$ cat src/rtl/riscv_memory_arbiter.sv
// Two-port arbiter in front of the CPU-side memory interface: fetch (p0) and load/store (p1).
// Optional build macro ARB_ROUND_ROBIN_EN selects round-robin arbitration instead of fixed p1 priority.
module riscv_memory_arbiter #(
  parameter int READ_LATENCY = 2  // must be >= 2
) (
  input  logic        clk_in,
  input  logic        rst_n_in,
  input  logic [31:0] p0_addr_in,
  input  logic [31:0] p0_data_in,
  input  logic [2:0]  p0_size_in,
  input  logic        p0_we_in,
  input  logic        p0_re_in,
  output logic        p0_gnt_out,
  output logic        p0_rvalid_out,
  output logic [31:0] p0_rdata_out,
  input  logic [31:0] p1_addr_in,
  input  logic [31:0] p1_data_in,
  input  logic [2:0]  p1_size_in,
  input  logic        p1_we_in,
  input  logic        p1_re_in,
  output logic        p1_gnt_out,
  output logic        p1_rvalid_out,
  output logic [31:0] p1_rdata_out,
  output logic [31:0] cpu_addr_out,
  output logic [31:0] cpu_data_out,
  output logic [2:0]  cpu_size_out,
  output logic        cpu_write_enable_out,
  output logic        cpu_read_enable_out,
  input  logic [31:0] cpu_data_in,
  input  logic        drain_in,
  output logic        halted_out
);

  typedef enum logic [1:0] {RUN, DRAIN, HALT} state_t;

  state_t                  state, state_nxt;
  logic                    req0, req1;
  logic                    gnt_en, gnt0, gnt1, gnt_rd;
  logic                    pending;
  logic [READ_LATENCY-1:0] trk_vld, trk_own;

  assign req0   = p0_we_in | p0_re_in;
  assign req1   = p1_we_in | p1_re_in;
  // Drain gates grants combinationally, so the cycle drain rises never grants.
  assign gnt_en = rst_n_in & (state == RUN) & ~drain_in;

`ifdef ARB_ROUND_ROBIN_EN
  logic last_win;

  always_ff @(posedge clk_in or negedge rst_n_in) begin
    if (!rst_n_in)
      last_win <= 1'b0;
    else if (gnt0 | gnt1)
      last_win <= gnt1;
  end

  assign gnt1 = gnt_en & req1 & (~req0 | ~last_win);
  assign gnt0 = gnt_en & req0 & (~req1 | last_win);
`else
  assign gnt1 = gnt_en & req1;
  assign gnt0 = gnt_en & req0 & ~req1;
`endif

  assign p0_gnt_out = gnt0;
  assign p1_gnt_out = gnt1;

  always_comb begin
    cpu_addr_out         = '0;
    cpu_data_out         = '0;
    cpu_size_out         = '0;
    cpu_write_enable_out = 1'b0;
    cpu_read_enable_out  = 1'b0;
    if (gnt1) begin
      cpu_addr_out         = p1_addr_in;
      cpu_data_out         = p1_data_in;
      cpu_size_out         = p1_size_in;
      cpu_write_enable_out = p1_we_in;
      cpu_read_enable_out  = p1_re_in & ~p1_we_in;
    end else if (gnt0) begin
      cpu_addr_out         = p0_addr_in;
      cpu_data_out         = p0_data_in;
      cpu_size_out         = p0_size_in;
      cpu_write_enable_out = p0_we_in;
      cpu_read_enable_out  = p0_re_in & ~p0_we_in;
    end
  end

  assign gnt_rd = cpu_read_enable_out;

  // Read tracker: stage 0 takes this cycle's granted read, last stage is the response slot
  always_ff @(posedge clk_in or negedge rst_n_in) begin
    if (!rst_n_in) begin
      trk_vld <= '0;
      trk_own <= '0;
    end else begin
      trk_vld <= {trk_vld[READ_LATENCY-2:0], gnt_rd};
      trk_own <= {trk_own[READ_LATENCY-2:0], gnt1};
    end
  end

  assign p0_rvalid_out = trk_vld[READ_LATENCY-1] & ~trk_own[READ_LATENCY-1];
  assign p1_rvalid_out = trk_vld[READ_LATENCY-1] &  trk_own[READ_LATENCY-1];
  assign p0_rdata_out  = {32{p0_rvalid_out}} & cpu_data_in;
  assign p1_rdata_out  = {32{p1_rvalid_out}} & cpu_data_in;

  // Entries that remain after this cycle's response retires; zero means the tracker
  // is empty from the next cycle on, which is when HALT is entered.
  assign pending = |trk_vld[READ_LATENCY-2:0];

  always_ff @(posedge clk_in or negedge rst_n_in) begin
    if (!rst_n_in)
      state <= RUN;
    else
      state <= state_nxt;
  end

  always_comb begin
    state_nxt = state;
    case (state)
      RUN:     if (drain_in) state_nxt = pending ? DRAIN : HALT;
      DRAIN:   if (!drain_in) state_nxt = RUN;
               else if (!pending) state_nxt = HALT;
      HALT:    if (!drain_in) state_nxt = RUN;
      default: state_nxt = RUN;
    endcase
  end

  assign halted_out = (state == HALT);

endmodule

$ cat config.mk
export PLATFORM = sky130hd
export DESIGN_NAME = riscv_memory_arbiter
export DESIGN_NICKNAME = d
export VERILOG_FILES = /design/src/rtl/riscv_memory_arbiter.sv
export SDC_FILE = /design/constraint.sdc
export NUM_CORES = 1
export LEC_CHECK = 0
export BUFFER_PORTS_ARGS = -buffer_cell sky130_fd_sc_hd__clkbuf_2
export CAP_MARGIN = 20
export CORE_AREA = 10 10 114 116
export DETAILED_ROUTE_END_ITERATION = 8
export DIE_AREA = 0 0 124 126
export RECOVER_POWER = 25
export SYNTH_ARGS = -nofsm -noshare
export SYNTH_HDL_FRONTEND = slang
export SYNTH_SLANG_ARGS = --single-unit
$ cat constraint.sdc
create_clock -name clk_in -period 4.15 [get_ports clk_in]
set_clock_uncertainty 0.15 [all_clocks]
set_input_delay 0.2075 -clock clk_in [delete_from_list [all_inputs] [get_ports clk_in]]
set_output_delay 0.2075 -clock clk_in [all_outputs]
set_load 0.01 [all_outputs]
==> qor.yml, run 1 <==
status: "finished clean"
grt.total_usage_pct: 13.2
max-slew-margin-rel_pct: 48.3
synth-simple-area-share_pct: 35.7
grt_pass1_vias: 2819
wl_met1_um: 3630
synth_most_common_cell: "a22o_1"
syn_inst: 179
die_h_um: 126
rrSetupSlack_ps: 2540
multi_input_area_um2: 1090
synth_cell_type_count: 15
wl_met3_um: 2100
clock_latency_ps: 220
post_cts_resized: 0
slew_violations: 0
wl_met2_um: 6030
fillers: 1197
die-width_um: 124
end_kind: "primary output"
ys_ff_latch: 6
clock-sinks: 6
ys_seq_area_share_pct: 11.0
drive_gt1_share_pct: 61.9
rr_startpoint: "state[0]"
irDropWorstVdd_mv: 0.0798
syn_nets: 352
syn_area_um2: 1360
power_density_nw_per_um2: 109
maxCapViolations: 0
worst_pin_slew_ps: 776
wire_per_inst_um: 19.4
nNetsFinal: 648
critPathMaxStageDelay_ps: 620
antenna_found_initial: 2
hold_viol_final: 0
rows: 38
via_per_inst: 4.36
synth_top_area_share_pct: 43.1
numCtsBuffers: 3
critPathArrivalTime_ps: 2920
synth-main-ff-cell: "dfrtp_1"
clk_path_buf_depth: 2
rsz0062_at_grt: "no"
die_area_um2: 15600
synth_top_family_by_area: "compound AO/OA/AOI/OAI gates"
ys_top_cells_by_area: "a22o_1 (43%), and2_1 (15%), and3_1 (15%)"
fin_util_pct: 28.3
fin_crit_ps: 3280
hpwl_um: 10600
ios: 311
synth_compound_area_share_pct: 44.3
synth_xor_area_share_pct: 0
portBuffers: 310
fin_tns_setup_ps: 0
r2r-end: "trk_vld[0]"
drt-pass1-iter-count: 5
syn_area_per_cell_um2: 7.60
regArea_um2: 150
grt_start_max_net_pins: 69
worstPathMaxFanout: 68
synthToLayoutAreaGrowth_pct: 122
start_kind: "input pin"
placed_area_um2: 3010
muxShareOfSynthArea_pct: 0
clk_pin_slew_ps: 40
p_leak_uw: 0.00196
synth_fa_ha_area_share_pct: 0
min_period_over_period_pct: 79.0
initial_core_util_pct: 12.7
core_um2: 10700
fin_area_um2: 3020
yosysWarningCount: 0
worstPathCellList: "dlygate4sd3_1 -> clkbuf_1 -> or4b_1 -> nor4_4 -> buf_4 -> a22o_1 -> clkbuf_2"
synth_top_area_cell: "a22o_1"
min_path_cells: 3
setup_viol: 0
hold_ws_ps: 59.8
criticalPathCategory: "in -> out"
ant_nets: 0
min_path_type: "in -> reg"
max_freq_ghz: 0.305
cts_tree: "built"
async_flop_share_pct: 100
synth_edf_count: 0
crit_required_ps: 3790
top_signal_layer_used: "met4"
routed_wl_um: 11900
overflow: 0
hold_end: "state[1]"
rr_worst_depth: 2
yosys-top-cells-count: "a22o_1 (67), and2_1 (33), and3_1 (33), clkbuf_1 (13), buf_2 (8)"
drt-initial-drc-count: 61
htreeDepth: 1
via_count: 2680
crit_path_top_delay_cell: "or4b_1"
gp_congestion: 0.939
root_buffer: "clkbuf_8"
grt_first_pass_wirelength_um: 16600
min_from: "drain_in"
drc: 0
==> cell usage in the layout (no fill, tap or decap) <==
| master | count |
|---|---|
| nor2_1 | 4 |
| nor2b_1 | 1 |
| inv_1 | 3 |
| and2_1 | 32 |
| or4b_1 | 1 |
| nor2_4 | 1 |
| clkbuf_1 | 25 |
| diode_2 | 1 |
| clkbuf_2 | 285 |
| a22o_1 | 67 |
| clkbuf_8 | 3 |
| and3_1 | 33 |
| and2_0 | 1 |
| buf_4 | 3 |
| nand2_1 | 2 |
| dlygate4sd3_1 | 1 |
| a21oi_1 | 3 |
| nor4_4 | 1 |
| dfrtp_1 | 6 |
| nor3_1 | 1 |
==> power by group <==
part	internal, uW	leakage, uW	switching (uW)
clock	62.3	0.0000216	24.6
sequential	60.6	0.0000804	4.77
combinational	95.2	0.00186	82.6
total	218	0.00196	112
==> final cells by class <==
class                           count  share of cell area [%]
Antenna cell                        1                  0.0827
Tap cell                          140                    5.79
Sequential cell                     6                    4.96
Multi-Input combinational cell    147                    36.1
Timing Repair Buffer              314                    51.3
Inverter                            3                   0.372
Clock buffer                        3                    1.37
==> worst max-delay path, delay by kind of cell <==
family | cells | cell delay, ps
compound gates | 1 | 250
buf+inv | 4 | 1510
simple gates | 2 | 860
==> metrics by stage <==
stage	worst slack [ps]	total power, uW	std cells
2_1_floorplan	2030	120	179
3_3_place_gp	1630	244	609
3_5_place_dp	1600	246	609
4_1_cts	1090	337	613
5_1_grt	699	355	614
6_report	871	330	614
==> timing repair <==
| action | in CTS | in global routing |
|---|---|---|
| setup endpoints to repair | 0 | 0 |
| hold buffers | 1 | 0 |
| buffers inserted | 0 | 0 |
| endpoints found under the hold margin | 6 | 0 |
==> flip-flops by register name, summed over array words and instances (netlist names) <==
register	count
trk_vld	2
trk_own	2
state	2
==> worst max-delay path by stage <==
stage                  start                to  slack (ps)  cells past startpoint
detailed placement  state[0]  cpu_addr_out[30]        1600                      5
global placement    state[0]  cpu_addr_out[11]        1630                      5
global route        rst_n_in  cpu_data_out[15]         700                      7
finish              rst_n_in  cpu_data_out[18]         870                      7
floorplan           state[0]  cpu_data_out[10]        2030                      5
CTS                 rst_n_in  cpu_addr_out[30]        1090                      7
==> cells by family (layout without fill, tap and decap cells) <==
family,count (synthesis),after routing
flops,6,6
buf+inv,26,320
other cells,0,1
compound gates,70,70
simple gates,77,77
==> layer usage <==
metal | vias up | GRT usage (%)
li1 | 1276 | -
met1 | 1187 | 11.9
met2 | 207 | 25.3
met3 | 10 | 7.60
met4 | 0 | 2.10
met5 | - | 0
(Power assumes the default switching activity.)
==> run 2, diff against run 1 <==
CORE_AREA = 10 10 112 114   (was 10 10 114 116)
DIE_AREA = 0 0 122 124   (was 0 0 124 126)
clock period = 3.2 ns   (was 4.15 ns; I/O delays follow)
==> qor.yml, run 2 (synthesized netlist as in run 1, its figures left out) <==
layout_commonest_cell: "clkbuf_2"
p_sw_uw: 141
min_period_over_period_pct: 92.9
ios: 311
rr_startpoint: "state[0]"
crit_required_ps: 2890
worstPathCellList: "dlygate4sd3_1 -> clkbuf_2 -> or4b_4 -> nor4_4 -> buf_4 -> a22o_1 -> clkbuf_2"
htreeDepth: 1
start_kind: "input pin"
grt_pass1_vias: 2861
crit_path_top_delay_cell: "dlygate4sd3_1"
portBuffers: 310
maxCapViolations: 0
diodes: 0
swShare_pct: 33.1
crit_end: "cpu_addr_out[15]"
min_path_type: "in -> reg"
via_per_inst: 4.38
overflow: 0
root_buffer: "clkbuf_8"
p_int_uw: 285
drc: 0
crit_top_cell: "clkbuf_2"
synthToLayoutAreaGrowth_pct: 124
timing.critical_path.buf_inv: 4
hold_viol_final: 0
critPathMaxStageDelay_ps: 540
drt-initial-drc-count: 105
stdcell_count: 612
critPathArrivalTime_ps: 2660
status: "finished clean"
clock_latency_ps: 220
via_count: 2680
criticalPathCategory: "in -> out"
p_clk_share_pct: 26.3
grt_start_max_net_pins: 62
comb_power_share_pct: 55.0
worstPathMaxFanout: 61
drive_gt1_share_pct: 62.0
top_regs: "state (2), trk_own (2), trk_vld (2)"
core_um2: 10200
antenna_found_initial: 0
routed_wl_um: 11000
cp.depth: 7
post_cts_resized: 0
slew_violations: 0
grt.total_usage_pct: 11.9
end_kind: "primary output"
wire_per_inst_um: 17.9
rrSetupSlack_ps: 1580
drt-pass1-iter-count: 4
rsz0062_at_grt: "no"
seqPwrFrac_pct: 18.7
die_area_um2: 15100
ant_nets: 0
p_leak_uw: 0.00197
critPathTopFamily: "buffers and inverters"
clk_path_buf_depth: 2
rows: 37
fin_tns_setup_ps: 0
max_freq_ghz: 0.336
irDropWorstVdd_mv: 0.0964
setup_viol: 0
rr_worst_depth: 2
grt_first_pass_wirelength_um: 15000
worst_pin_slew_ps: 1040
clock-sinks: 6
die-width_um: 122
power_density_nw_per_um2: 140
die_h_um: 124
initial_core_util_pct: 13.3
crit_start: "rst_n_in"
place_inst: 608
fin_util_pct: 29.8
nNetsFinal: 651
clk_pin_slew_ps: 40
cts_tree: "built"
hpwl_um: 9760
gp_congestion: 0.935
max-slew-margin-rel_pct: 30.5
r2r-end: "trk_own[0]"
fin_crit_ps: 2970
numCtsBuffers: 3
final_cell_mix: "clkbuf_2 (284), a22o_1 (67), and2_1 (33), and3_1 (33), clkbuf_1 (27)"
-- run 2: changes by cell type in the layout (fill, tap and decap cells not counted) --
cell      delta
and2_1       +1
or4b_4       +1
clkbuf_2     -1
or4b_1       -1
buf_12       +1
diode_2      -1
clkbuf_1     +2
and2_0       -1
buf_4        +1
-- run 2: power by group through the flow --
stage | Clock [uW] | Sequential (uW) | Combinational, uW
after floorplan | 0 | 81.1 | 74.4
after global placement | 0 | 80.7 | 235
after detailed placement | 0 | 80.7 | 237
after CTS | 113 | 79.7 | 239
after global routing | 117 | 80.0 | 258
final | 112 | 79.8 | 235
-- run 2: repair_timing --
action                                  CTS  global route
buffers inserted                          0             0
hold buffers                              1             0
endpoints found under the hold margin     6             0
endpoints found under the setup margin    0             0
-- run 2: worst min path at each step --
stage              from          to  slack (ps)  depth (start not counted)
3_3_place_gp   rst_n_in  trk_vld[0]        -160                          1
6_report       drain_in    state[1]          30                          3
5_1_grt        drain_in    state[1]          60                          3
3_5_place_dp   rst_n_in  trk_vld[0]        -160                          1
4_1_cts        drain_in    state[1]          30                          3
2_1_floorplan  rst_n_in    state[0]        -290                          0
-- run 2: per-stage QoR --
stage / power [uW] / cell area (um^2) / setup slack, ps / hold slack (ps)
floorplan: 156 / 1360 / 1120 / -286
global placement: 315 / 3040 / 721 / -155
detailed placement: 318 / 3040 / 669 / -155
CTS: 432 / 3090 / 220 / 25.6
global route: 455 / 3050 / 110 / 55.2
finish: 427 / 3050 / 226 / 31.5
-- run 2: layout make-up --
type	instances	area, um^2
clock buffers	3	41.3
inverters	3	11.3
fillers	1124	7180
repair buffers	317	1580
flip-flops and latches	6	150
well taps	136	170
multi-input cells	147	1090
-- run 2: worst reg2reg max path, cell delays in order (launching register included) --
cell     delay (ps)
dfrtp_1         390
or4b_4          600
nor2_4          350
-- run 2: per-layer routing --
layer  routed length (um)  track usage [%]
met2                 5660             22.9
met4                  119             2.01
met1                 3590             11.4
met5                    0                0
met3                 1590             5.70
==> run 3, diff against run 2 <==
clock period = 2.85 ns   (was 3.2 ns; I/O delays follow)
==> qor.yml, run 3 (synthesized netlist as in run 1, its figures left out) <==
cts_hold_repair.buffers: 1
clk_path_buf_depth: 2
root_buffer: "clkbuf_8"
max_freq_ghz: 0.373
numCtsBuffers: 3
ios: 311
post_cts_resized: 0
min_path_type: "in -> reg"
antenna_found_initial: 0
rsz0062_at_grt: "no"
wire_per_inst_um: 17.4
synthToLayoutAreaGrowth_pct: 125
finalPower_uw: 477
postCtsSetupBuffers: 0
setup_viol: 0
drt-pass1-iter-count: 4
fin_util_pct: 29.9
start_kind: "input pin"
gp_congestion: 0.942
top_regs: "state (2), trk_own (2), trk_vld (2)"
diodes: 0
clock-sinks: 6
maxCapViolations: 0
crit_required_ps: 2560
fin_crit_ps: 2680
grt_pass1_vias: 2861
fillers: 1113
min_period_over_period_pct: 94.0
grt_start_max_net_pins: 70
layout_commonest_cell: "clkbuf_2"
ant_nets: 0
grt.total_usage_pct: 11.5
drive_gt1_share_pct: 61.9
fin_ws_ps: 171
overflow: 0
irDropWorstVdd_mv: 0.126
nNetsFinal: 650
fin_tns_setup_ps: 0
placed_area_um2: 3040
end_kind: "primary output"
status: "finished clean"
grt_first_pass_wirelength_um: 14700
fin_area_um2: 3060
rows: 37
critPathArrivalTime_ps: 2390
hpwl_um: 9490
routed_wl_um: 10600
via_count: 2694
drt-initial-drc-count: 93
p_leak_uw: 0.00197
die-width_um: 122
portBuffers: 310
clk_pin_slew_ps: 30
via_per_inst: 4.41
clock_latency_ps: 220
initial_core_util_pct: 13.3
drc: 0
worstPathMaxFanout: 68
final_cell_mix: "clkbuf_2 (284), a22o_1 (67), and2_1 (33), and3_1 (33), clkbuf_1 (27)"
slew_violations: 0
place_ws_ps: 600
criticalPathCategory: "in -> out"
hold_viol_final: 0
die_h_um: 124
min_path_cells: 3
max-slew-margin-rel_pct: 32.6
core_um2: 10200
rr_worst_depth: 3
power_density_nw_per_um2: 156
worst_pin_slew_ps: 1010
die_area_um2: 15100
cts_tree: "built"
htreeDepth: 1
run 3: changes by cell type in the layout (fill, tap and decap cells not counted), sizes merged:
cell  previous run  this run
buf              5         4
run 3: report_power, final:
group          leakage, uW  internal [uW]  switching, uW
clock            0.0000216           90.4           33.3
sequential       0.0000804           88.3           1.35
combinational      0.00187            142            122
total              0.00197            320            156
run 3: final cells by class:
cell class                 count  area, um^2  area share, %
multi-input combinational    147        1090           35.8
timing repair buffer         316        1590           52.0
sequential                     6         150           4.91
inverter                       3        11.3          0.369
tap                          136         170           5.57
clock buffer                   3        41.3           1.35
run 3: through the flow:
| stage | hold WS, ps | instances |
|---|---|---|
| 2_1_floorplan | -303 | 179 |
| 3_3_place_gp | -174 | 607 |
| 3_5_place_dp | -171 | 607 |
| 4_1_cts | 6.43 | 611 |
| 5_1_grt | 29.4 | 611 |
| 6_report | 13.0 | 611 |
run 3: routing by layer:
layer	vias up	global-route usage, %	routed length [um]
li1	1279	-	-
met1	1201	11.4	3510
met2	212	21.9	5480
met3	2	5.79	1620
met4	0	0.969	24
met5	-	0	0
run 3: path summary, 6_finish.rpt:
| kind | from | endpoint | slack (ps) |
|---|---|---|---|
| min in group asynchronous | rst_n_in | trk_vld[0] | 140 |
| worst max-delay path | rst_n_in | cpu_addr_out[0] | 170 |
| worst max register to register | state[0] | trk_own[0] | 1200 |
| worst min-delay path | drain_in | state[1] | 10 |
| worst min register to register | trk_own[0] | trk_own[1] | 210 |
| max in group asynchronous | rst_n_in | trk_own[1] | 2260 |
run 3: worst max-delay path, stage by stage:
cell and delay (ps):
dlygate4sd3_1 530, clkbuf_2 190, or4b_4 540, nor4_4 280, buf_12 290, a22o_1 220
clkbuf_2 140
